==> src/rtl/async_fifo_main.sv <==
// async_fifo_main: single-clock FIFO with wrap-bit pointers, registered read data and full/empty flags
module async_fifo_main #(
  parameter int addr_size = 3,
  parameter int word_width = 8
) (
  input  logic                  clk,
  input  logic                  reset,
  input  logic                  rd,
  input  logic                  wr,
  input  logic [word_width-1:0] data_in,
  output logic [word_width-1:0] data_out,
  output logic                  full,
  output logic                  empty
);
  localparam logic [addr_size:0] one = {{addr_size{1'b0}}, 1'b1};
  logic [word_width-1:0] mem [2**addr_size];
  logic [addr_size:0] wptr, rptr;
  logic do_wr, do_rd;
  assign empty = wptr == rptr;
  assign full = (wptr[addr_size] != rptr[addr_size]) && (wptr[addr_size-1:0] == rptr[addr_size-1:0]);
  assign do_wr = wr && !full;
  assign do_rd = rd && !empty;
  always_ff @(posedge clk)
    if (do_wr) mem[wptr[addr_size-1:0]] <= data_in;
  always_ff @(posedge clk or posedge reset)
    if (reset) begin
      wptr <= '0;
      rptr <= '0;
      data_out <= '0;
    end else begin
      if (do_wr) wptr <= wptr + one;
      if (do_rd) begin
        data_out <= mem[rptr[addr_size-1:0]];
        rptr <= rptr + one;
      end
    end
endmodule

==> config.mk <==
export PLATFORM = sky130hd
export DESIGN_NAME = async_fifo_main
export DESIGN_NICKNAME = d
export VERILOG_FILES = /design/src/rtl/async_fifo_main.sv
export SDC_FILE = /design/constraint.sdc
export NUM_CORES = 1
export LEC_CHECK = 0
export ABC_AREA = 0
export BUFFER_PORTS_ARGS = -buffer_cell sky130_fd_sc_hd__buf_2
export CORE_MARGIN = 2
export CORE_UTILIZATION = 56
export CTS_BUF_LIST = sky130_fd_sc_hd__clkbuf_2 sky130_fd_sc_hd__clkbuf_4 sky130_fd_sc_hd__clkbuf_8
export CTS_CLUSTER_DIAMETER = 120
export DETAILED_ROUTE_END_ITERATION = 8
export PLACE_DENSITY = 0.78
export SETUP_SLACK_MARGIN = 0.4
export SLEW_MARGIN = 10
export SYNTH_ARGS = -nofsm -noshare
export SYNTH_HDL_FRONTEND = slang
export SYNTH_SLANG_ARGS = --single-unit
export TNS_END_PERCENT = 100
==> constraint.sdc <==
create_clock -name clk -period 2.35 [get_ports clk]
set_clock_uncertainty 0.1 [all_clocks]
set_input_delay 0.5875 -clock clk [delete_from_list [all_inputs] [get_ports clk]]
set_output_delay 0.5875 -clock clk [all_outputs]
set_load 0.05 [all_outputs]
==> out/results.ini <==
[cts]
cts_buffers=9
h-tree-depth=3
clkSinkCount=80
cts_hold_buffers=0
cts_tree=done
clk_path_buf_depth=2
clock-root-buffer=clkbuf_8
clkTransAtPathRegs_ns=0.08
clock_latency_ns=0.33

[cells_and_area]
nets=232
syn_to_final_growth_pct=22.4
final-seq-area_sq_um=2330
drive_gt1_share_pct=44.8
antennaDiodeCount=0
fillers=327
layout_common_cells=edfxtp_1, buf_2, mux4_2, buf_4
final_common_cell=edfxtp_1
fin_util_pct=71.5
multiInputGateArea_sq_um=993
design_area_sq_um=3990

[synthesis]
synth_top_cell_area_share_pct=59.0
synth_ff_type=edfxtp_1
yosys-top-cells-area=edfxtp_1, dfrtp_1, mux4_2, mux2i_1, mux4_1
yosys.area.top_type=edfxtp_1
yosys_warnings=0
async_reset_ff_share_pct=20.0
ys_types=29
avgSynthCellArea_sq_um=19.2
ys_seq_elements=80
synth-edff-count=64
ys_seq_area_share_pct=71.3
syn_area_sq_um=3260
postSynthCellCount=170
syn-num-nets=184

[route]
drt_pass1_iterations=4
viasPerCell=5.47
wire_per_inst_um=19.6
route.detailed.drc=0
drtAntennaViolNets=0
vias=1613
initialDrtViolationCount=124
wl_um=5790

[floorplan]
die_h_um=80.2
rows=27
start_util_pct=58.4
num_io_pins=22
die_w_um=80.2
core_sq_um=5570
dieArea_sq_um=6440

[timing]
hold_viol_final=0
tightest_slew_ns=0.669
rsz0062_at_grt=true
layout_min_cycle_time_ns=2.29
finalSetupViolCount=0
tns_ns=0
post-route-period-util_pct=97.5
maxSlewHeadroom_pct=55.4
drv_slew=0
fmax_mhz=437
finalWorstSetupSlack_ns=0.0591

[grt]
grt_pass1_wl_um=9130
use_met1_pct=26.4
use_met3_pct=5.06
grt_max_degree=20
grt_antenna_before_repair=0
busiest_layer=met2
grt_pass1_vias=1693
grt.total_usage_pct=20.2
grtUsageMet2_pct=33.8
grt_overflow=0

[critical_path]
crit_arrival_ns=1.60
path_class=register to output pin
critPathRequiredTime_ns=1.66
critical_path.max_fanout=2
crit_family=simple AND/OR/NAND/NOR gates
worstPathCellList=xor2_4 > or2_4 > nor3_4 > buf_6
endpoint_kind=output pin
slowest_delay_ns=0.45
startpoint_type=register
slowest_stage=dfrtp_2
path_buf_inv=1

[run]
cap_violations=0

[outcome]
status=finished, final reports clean

[place]
post-place-ws_ns=0.247
portBuffers=21
place.gp.congestion=0.695
hpwl_um=3720
dpl_cell_area_sq_um=3580

[power_and_ir_drop]
power_leakage_uw=0.00147
finalPower_uw=5410
power_density_nw_per_um2=1360
ir_drop_mv=1.07

[hold_path]
hold_path_class=input pin to asynchronous set/reset pin

## final cells by class
type	instances	area share (%)
clock buffer	11	3.64
multi-input combinational	78	24.9
timing repair buffer	45	9.58
inverter	4	0.377
tap	72	2.26
sequential	80	58.4
clock inverter	5	0.785
## kinds of logic after synthesis
kind of cell,synth area share [%]
AO/OA/AOI/OAI,2.92
multiplexers,14.8
buffers and inverters,2.11
AND/OR/NAND/NOR,4.34
flip-flops,71.3
XOR/XNOR,3.73
adder cells (fa/ha/maj),0.769
## per-stage QoR
stage	cells	hold slack, ns
floorplan	170	0.401
detailed placement	263	0.366
global route	295	0.264
finish	295	0.232
CTS	289	0.256
global placement	263	0.359
## state kept, by name, summed over array words and instances, names as in the netlist
name	flops
wptr	4
rptr	4
mem	64
data_out	8
## what timing repair did
| item | CTS | global route |
|---|---|---|
| setup buffers | 10 | 6 |
| pin swaps | 9 | 9 |
| endpoints found under the setup margin | 42 | 65 |
| gates resized for setup | 12 | 7 |
## Yosys cell counts, types with 3 or more instances
cell,number
xor2_1,5
o21ai_0,6
nor3_1,4
buf_4,4
nor2_1,8
mux2i_1,8
edfxtp_1,64
inv_1,4
dfrtp_1,16
mux4_1,3
mux4_2,13
nand2_1,11
## report_power, final
part / switching (uW) / internal [uW]
registers: 186 / 1870
clock network: 464 / 423
logic: 1360 / 1110
## path summary, 6_finish.rpt
path	start	to	slack (ns)	cells after the start
setup / recovery	rptr[2]	empty	0.06	4
hold reg to reg	data_out[0]	data_out[0]	0.38	2
hold / removal	reset	data_out[2]	0.23	2
max in group asynchronous	reset	wptr[0]	1.44	2
min in group clk	data_out[0]	data_out[0]	0.38	2
setup reg to reg	rptr[0]	mem[0][3]	0.35	6
## per-layer routing
metal / routed length (um) / up-vias
met3: 321 / 4
met2: 3230 / 47
li1: - / 753
met4: 40 / 0
met1: 2190 / 809
met5: 0 / -
(Power assumes the default switching activity.)
